===== config.mk =====
export PLATFORM = sky130hd
export DESIGN_NAME = mat_stream_tx
export DESIGN_NICKNAME = d
export VERILOG_FILES = /design/src/rtl/mat_pkg.sv /design/src/rtl/mat_elem_sel.sv /design/src/rtl/mat_stream_tx.sv
export SDC_FILE = /design/constraint.sdc
export NUM_CORES = 1
export LEC_CHECK = 0
export BUFFER_PORTS_ARGS = -buffer_cell sky130_fd_sc_hd__buf_4
export CAP_MARGIN = 25
export CORE_MARGIN = 2
export CORE_UTILIZATION = 33
export CTS_CLUSTER_SIZE = 28
export DETAILED_ROUTE_END_ITERATION = 10
export PLACE_DENSITY_LB_ADDON = 0.2
export SLEW_MARGIN = 20
export SYNTH_ARGS = -nofsm -noshare
export SYNTH_HDL_FRONTEND = slang
export SYNTH_SLANG_ARGS = --single-unit

===== constraint.sdc =====
create_clock -name clk -period 1.8 [get_ports clk]
set_input_delay 0 -clock clk [delete_from_list [all_inputs] [get_ports clk]]
set_output_delay 0 -clock clk [all_outputs]
set_load 0.02 [all_outputs]

===== src/rtl/mat_pkg.sv =====
// Shared definitions for the packed matrix bus used by the matrix blocks.
package mat_pkg;

  localparam int MAT_N  = 4;
  localparam int MAT_DW = 16;
  localparam int MAT_W  = MAT_N * MAT_N * MAT_DW;

  typedef logic signed [MAT_DW-1:0] elem_t;
  typedef logic [MAT_W-1:0]         mat_flat_t;

  typedef enum logic {
    IDLE   = 1'b0,
    STREAM = 1'b1
  } tx_state_t;

  // Bit offset of element [i][j]; element [0][0] sits in the MSBs.
  function automatic int elem_lsb(input int i, input int j,
                                  input int n = MAT_N, input int dw = MAT_DW);
    return (n * n - 1 - (n * i + j)) * dw;
  endfunction

endpackage


===== src/rtl/mat_elem_sel.sv =====
// Combinational N*N:1 element mux keyed on (row, col) over a packed matrix.
module mat_elem_sel
  import mat_pkg::*;
#(
  parameter int DW = MAT_DW,
  parameter int N  = MAT_N,
  parameter int IW = $clog2(N)
) (
  input  logic [N*N*DW-1:0]    mat,
  input  logic [IW-1:0]        row,
  input  logic [IW-1:0]        col,
  output logic signed [DW-1:0] elem
);

  // Select the element whose coordinates match; bits pass through untouched.
  always_comb begin
    elem = '0;
    for (int i = 0; i < N; i++) begin
      for (int j = 0; j < N; j++) begin
        if (row == IW'(i) && col == IW'(j)) begin
          elem = mat[elem_lsb(i, j, N, DW) +: DW];
        end
      end
    end
  end

endmodule


===== src/rtl/mat_stream_tx.sv =====
// Single-buffered matrix-to-element stream transmitter (row- or column-major).
module mat_stream_tx
  import mat_pkg::*;
#(
  parameter int DW = MAT_DW,
  parameter int N  = MAT_N,
  parameter int IW = $clog2(N)
) (
  input  logic                 clk,
  input  logic                 rst,
  input  logic [N*N*DW-1:0]    mat_in,
  input  logic                 mat_col_major,
  input  logic                 mat_valid,
  output logic                 mat_ready,
  output logic signed [DW-1:0] out_data,
  output logic [IW-1:0]        out_row,
  output logic [IW-1:0]        out_col,
  output logic                 out_last,
  output logic                 out_valid,
  input  logic                 out_ready,
  output logic                 busy
);

  tx_state_t           state_q, state_d;
  logic [N*N*DW-1:0]   held_q;
  logic                order_q;
  logic [IW-1:0]       row_q, col_q;
  logic                row_end, col_end;
  logic                fire, capture;
  logic signed [DW-1:0] elem;

  assign row_end = (row_q == IW'(N - 1));
  assign col_end = (col_q == IW'(N - 1));

  // Next state and per-state outputs.
  always_comb begin
    state_d   = state_q;
    out_valid = 1'b0;
    busy      = 1'b0;
    out_last  = 1'b0;
    case (state_q)
      IDLE: begin
        if (mat_valid) state_d = STREAM;
      end
      STREAM: begin
        out_valid = 1'b1;
        busy      = 1'b1;
        out_last  = row_end && col_end;
        // Last beat leaving with no follow-up matrix drops back to IDLE.
        if (out_ready && row_end && col_end && !mat_valid) state_d = IDLE;
      end
      default: state_d = IDLE;
    endcase
  end

  // The final beat frees the buffer in the same cycle for zero-bubble reload.
  assign fire      = out_valid && out_ready;
  assign mat_ready = (state_q == IDLE) || (fire && out_last);
  assign capture   = mat_valid && mat_ready;

  // State register.
  always_ff @(posedge clk) begin
    if (rst) state_q <= IDLE;
    else     state_q <= state_d;
  end

  // Held matrix, read order and element counters.
  always_ff @(posedge clk) begin
    if (rst) begin
      held_q  <= '0;
      order_q <= 1'b0;
      row_q   <= '0;
      col_q   <= '0;
    end else if (capture) begin
      held_q  <= mat_in;
      order_q <= mat_col_major;
      row_q   <= '0;
      col_q   <= '0;
    end else if (fire) begin
      if (order_q) begin
        row_q <= row_end ? '0 : row_q + 1'b1;
        if (row_end) col_q <= col_end ? '0 : col_q + 1'b1;
      end else begin
        col_q <= col_end ? '0 : col_q + 1'b1;
        if (col_end) row_q <= row_end ? '0 : row_q + 1'b1;
      end
    end
  end

  mat_elem_sel #(
    .DW (DW),
    .N  (N),
    .IW (IW)
  ) u_sel (
    .mat  (held_q),
    .row  (row_q),
    .col  (col_q),
    .elem (elem)
  );

  assign out_data = elem;
  assign out_row  = row_q;
  assign out_col  = col_q;

endmodule


### Word level (Yosys, flattened, before mapping)

Cells that the tools add are included.

* input port bits: 261
* bits in registers: 262
* RAM bits: 0
* bits in read-only memories: 0
* output and inout port bits: 24
* memories: 0
* logic and storage cells: 72
* bits in latches: 0

* muxes and demuxes: 27
* bitwise logic cells: 1
* divide/modulo/power cells: 0
* magnitude comparators: 0
* equal/unequal tests: 7
* add/sub/neg operators: 2
* multiply operators: 0
* reductions and logical operators: 30
* shift operators: 0

Operators by type and width (number)
* $mux W16: 16
* $logic_and A1 B1 Y1: 22
* $mux W2: 6
* $eq A2 B2 Y1 const B: 4
* $add A2 B1 Y2 const B: 2
* $eq A2 B1 Y1 const B: 2
* $logic_not A2 Y1: 2
* $mux W1: 4
* $reduce_and A2 Y1: 2
* $ne A2 B1 Y1 const B: 1
* $pmux W1 S2: 1
* $reduce_bool A2 Y1: 1
* $reduce_or A2 Y1: 1
* $logic_not A1 Y1: 1
* $logic_or A1 B1 Y1: 1
* $not A1 Y1: 1

### Depth between registers and ports, before layout

* depth in word-level cells: 18
* depth in mapped cells: 10

### Hierarchy

From an unflattened synthesis, not the netlist that was laid out.

* cell total of the unflattened synthesis: 1485
* area total of the unflattened synthesis: 14370.0 µm²

Modules (own cells, without submodules)
* mat_stream_tx: instances 1, area an instance 11837.6 µm², seq. area each 5245.0 µm², cells an instance 1143
* mat_elem_sel: instances 1, area an instance 2532.4 µm², seq. area each 0.0 µm², cells an instance 342

### Worst setup path after synthesis

No wires, ideal clock.

* path kind: register -> output
* start point: register col_q[0], in the netlist out_col[0]
* end point: output out_data[1]
* path slack: -0.520 ns
* cell stages (with the launch flop): 9
* arrival: 2.320 ns
* path through: dfxtp_1 -> inv_1 -> ha_1 -> buf_4 -> buf_2 -> clkbuf_2 -> o311ai_1 -> nand3_1 -> a221oi_1

* cells in the longest elaborated chain, start to end: 18

Ends and longest elaborated chain
* start: declaration: line mat_stream_tx.sv:27 `logic [IW-1:0] row_q, col_q;`
* start signal: assignment: line mat_stream_tx.sv:82 `if (row_end) col_q <= col_end ? '0 : col_q + 1'b1;`
* start signal: assignment: line mat_stream_tx.sv:84 `col_q <= col_end ? '0 : col_q + 1'b1;`
* $logic_not A2 Y1: line mat_elem_sel.sv:20 `if (row == IW'(i) && col == IW'(j)) begin`
* $logic_and A1 B1 Y1: line mat_elem_sel.sv:20
* $mux W16 (15 in a row): line mat_elem_sel.sv:20
* $mux W16 *: line mat_elem_sel.sv:20
* end: declaration: line mat_stream_tx.sv:15 `output logic signed [DW-1:0] out_data,`

Every way passes the cells marked *; elsewhere a longest branch is shown, timed or not.

### Worst setup path after layout

Same ends and word-level chain as after synthesis.

==> results by group <==
Detailed routing
  – Antenna-violating nets left: 0
  – Via/cell ratio: ~5
  – Final WL: 51.4 mm
  – Via Count: 13,952
  – TritonRoute pass-1 iters: 5
  – DRC: 0
  – Initial DRC Count: roughly 1,100
  – WL/cell: 18.8 um

Pwr
  – Switching share of power: about a quarter
  – VDD IR max: 0.611 mV
  – Internal power: ~11 mW
  – Seq pwr share: 42.3%
  – Combinational share of power: 17.8%
  – PD cells: 746 nW/um^2
  – P_leak: 8.03 nW
  – Tot Pwr: 15.1 mW
  – Psw: 3.96 mW
  – Clk pwr share: 39.9%

Setup path
  – Worst EP required: about 1.8 ns
  – Cells on worst reg2reg path: 9
  – Arrival @ worst endpoint: 2.73 ns
  – CP Class: flip-flop to output port
  – Worst path buffer plus inverter count: 2
  – Crit Path Max Fanout: 15
  – Reg2Reg Launch Point: out_col[0]
  – Top cell family by delay on the critical path: compound AO/OA/AOI/OAI gates
  – Slowest CP cell: dfxtp_4
  – Worst-path cell chain: ha_2 -> buf_4 -> nand2b_4 -> o31ai_2 -> nand3_2 -> a221oi_4 -> buf_6
  – Reg2Reg Setup Slack: -0.30 ns
  – CP Capture Type: output port
  – Critical path depth: 7
  – CP Launch Type: flip-flop
  – FF-to-FF End: held_q[22]
  – Max incr delay on CP: 0.37 ns

Yosys
  – Yosys warnings: 0
  – Prevailing post-synth register cell: dfxtp_1
  – Avg Inst Size Synth: 7.39 um^2
  – Async SR Flop Fraction: 0%
  – Syn_nets: just under 2,000
  – Synth top area share: a little over two fifths
  – Most numerous cell in the Yosys netlist: nand2_1
  – Synth top area cells: dfxtp_1 43%, nand2_1 18%, a21oi_1 12%, nor2b_1 3.1%, buf_2 2.6%
  – Post-Syn Instances: 1,670
  – Cell area after synthesis: 12,300 um^2
  – FF+latch count, synth: 262
  – Post-synth EDFFs: 0
  – Synth area leader: dfxtp_1
  – Most instantiated cells after synthesis: 589 x nand2_1, 306 x a21oi_1, 262 x dfxtp_1
  – Distinct cells, synth: 46
  – Seq/Total Area, Yosys: 42.5%

Clock network
  – Clock buffer count from CTS: 29
  – Root Buffer: clkbuf_16
  – Clk pin slew, worst setup/hold paths: 0.06 ns
  – Worst-Skew Late Latency: 0.56 ns
  – Longest Clk Path Bufs: 3
  – CTS tree: built
  – Clk sinks: 262
  – CTS HTree Levels: 1

Finish
  – Nets: between 2,000 and 3,000
  – Fillers: roughly 3,400
  – Final non-filler cell total: 2,743
  – Area grow syn2layout: 63.9%
  – Design area: 20,200 um^2
  – Share of cells above drive strength 1: 26.4%
  – Final core utilization: 55.1%

Timing
  – Max-slew headroom: approximately three fifths
  – Clock skew: between 0.009 and 0.01 ns
  – Worst Tran Pin Value: 0.605 ns
  – Tcrit/Tclk final: 152%
  – Worst setup slack after layout: -0.934 ns
  – Slew Viols, Final: 0
  – Final-report hold violation count: 0
  – RSZ-0062 raised after global routing: yes
  – Period minus WS final: 2.73 ns
  – Timing-limited maximum frequency: 366 MHz
  – Setup violators final: 279

Global routing
  – Total grt overflow: 0
  – Met2 Resource Use GR: between 40 and 50%
  – Antenna violations before repair: 1
  – Global routing's busiest layer: met2
  – Met3 usage: 3.94%
  – Largest net degree at the start of global routing: 71
  – Vias in the first global route: about 14,000
  – First-pass GRT wire length: roughly 77 mm
  – Met1 Track Usage GR: between 30% and 40%
  – Total track usage: 25.6%

Die
  – Site Rows: 70
  – Core region area: 36,700 um^2
  – Die height: 197 um
  – Die ar.: just under 40,000 um^2
  – Io pins: between 200 and 300
  – Initial Utilization: about a third
  – Die width: 197 um

Place
  – Hpwl dp: 37.1 mm
  – GP Congestion: roughly 0.9
  – Inst Count DP: 2,413
  – Post-placement cell area: between 15,000 and 20,000 um^2
  – Buffers on Ports: ~280
  – Setup WS pre-CTS: -0.506 ns

Flow run
  – Max Cap Viol: 0

Min path
  – Hold path depth: 4
  – Hold EP: held_q[87]
  – HP Start: mat_in[87]
  – Hold Crit Class: input pin to flip-flop

Run status
  – Failing checks: setup timing
  – Status: finished, violations left
[timing repair]
item,in CTS,in global routing
cloned,2,0
hold buffers,260,0
endpoints found under the setup margin,279,279
hold endpoints to repair,262,0
setup buffers,8,6
pin swaps,49,11
resized for setup,86,11
[placed cells by master (no fill, tap or decap), types with 22 or more instances in the layout]
| cell | count |
|---|---|
| nand2_1 | 587 |
| buf_4 | 393 |
| a21oi_1 | 305 |
| dlygate4sd3_1 | 260 |
| dfxtp_1 | 258 |
| nor2b_1 | 62 |
| o21ai_0 | 41 |
| clkbuf_16 | 30 |
| buf_12 | 25 |
| buf_6 | 22 |
[state kept, by name, summed over array words and instances, names as in the netlist]
name     flops
state_q      1
out_col      2
order_q      1
out_row      2
held_q     256
[cell families (layout without fill, tap and decap cells)]
| kind of cell | count (synthesis) | after routing | share of synthesized area [%] |
|---|---|---|---|
| buf+inv | 176 | 779 | 6.80 |
| mux | 3 | 3 | 0.243 |
| compound gates | 503 | 503 | 25.4 |
| fa+ha+maj | 8 | 8 | 0.811 |
| other cells | 0 | 1 | 0 |
| simple gates | 718 | 719 | 24.2 |
| flops | 262 | 262 | 42.5 |
[worst max-delay path by stage]
stage                     from           end  slack, ns
floorplan           out_col[1]   out_data[2]      -0.03
global placement    out_col[1]  out_data[10]      -0.44
detailed placement  out_col[0]  out_data[12]      -0.51
CTS                 out_col[1]   out_data[3]      -0.85
global route        out_col[0]   out_data[6]       -1.0
finish              out_col[0]   out_data[1]      -0.93
[worst min-delay path, cell delays in order]
cell,delay (ns)
dlygate4sd3_1,0.52
buf_4,0.10
nand2_1,0.04
a21oi_1,0.10
[power groups by stage]
stage / sequential (mW) / clock [mW] / combinational (mW)
detailed placement: 6.50 / 0 / 2.10
finish: 6.38 / 6.02 / 2.69
global placement: 6.50 / 0 / 2.07
floorplan: 6.38 / 0 / 1.08
CTS: 6.38 / 6.11 / 2.63
global route: 6.40 / 6.37 / 2.90
[routing by layer]
metal / vias up / routed length, um
met4: 0 / 1750
met3: 101 / 3100
met5: - / 0
li1: 6849 / -
met2: 456 / 24700
met1: 6546 / 21900
[cell type report]
cell class / instances / area (um^2) / share of cell area [%]
diodes: 1 / 2.50 / 0.0124
clock buffers: 44 / 893 / 4.42
clock inverters: 10 / 86.3 / 0.427
inverters: 22 / 87.6 / 0.433
multi-input cells: 1233 / 6950 / 34.4
flip-flops and latches: 262 / 5260 / 26.0
well taps: 468 / 586 / 2.90
repair buffers: 703 / 6360 / 31.4
[through the flow]
stage          TNS, ns  hold slack (ns)
2_1_floorplan   -0.367            0.117
3_3_place_gp    -55.47            0.249
3_5_place_dp    -62.66            0.256
4_1_cts         -59.37            0.220
5_1_grt         -96.18            0.237
6_report        -68.23            0.231
Power figures use the tool's default switching activity.
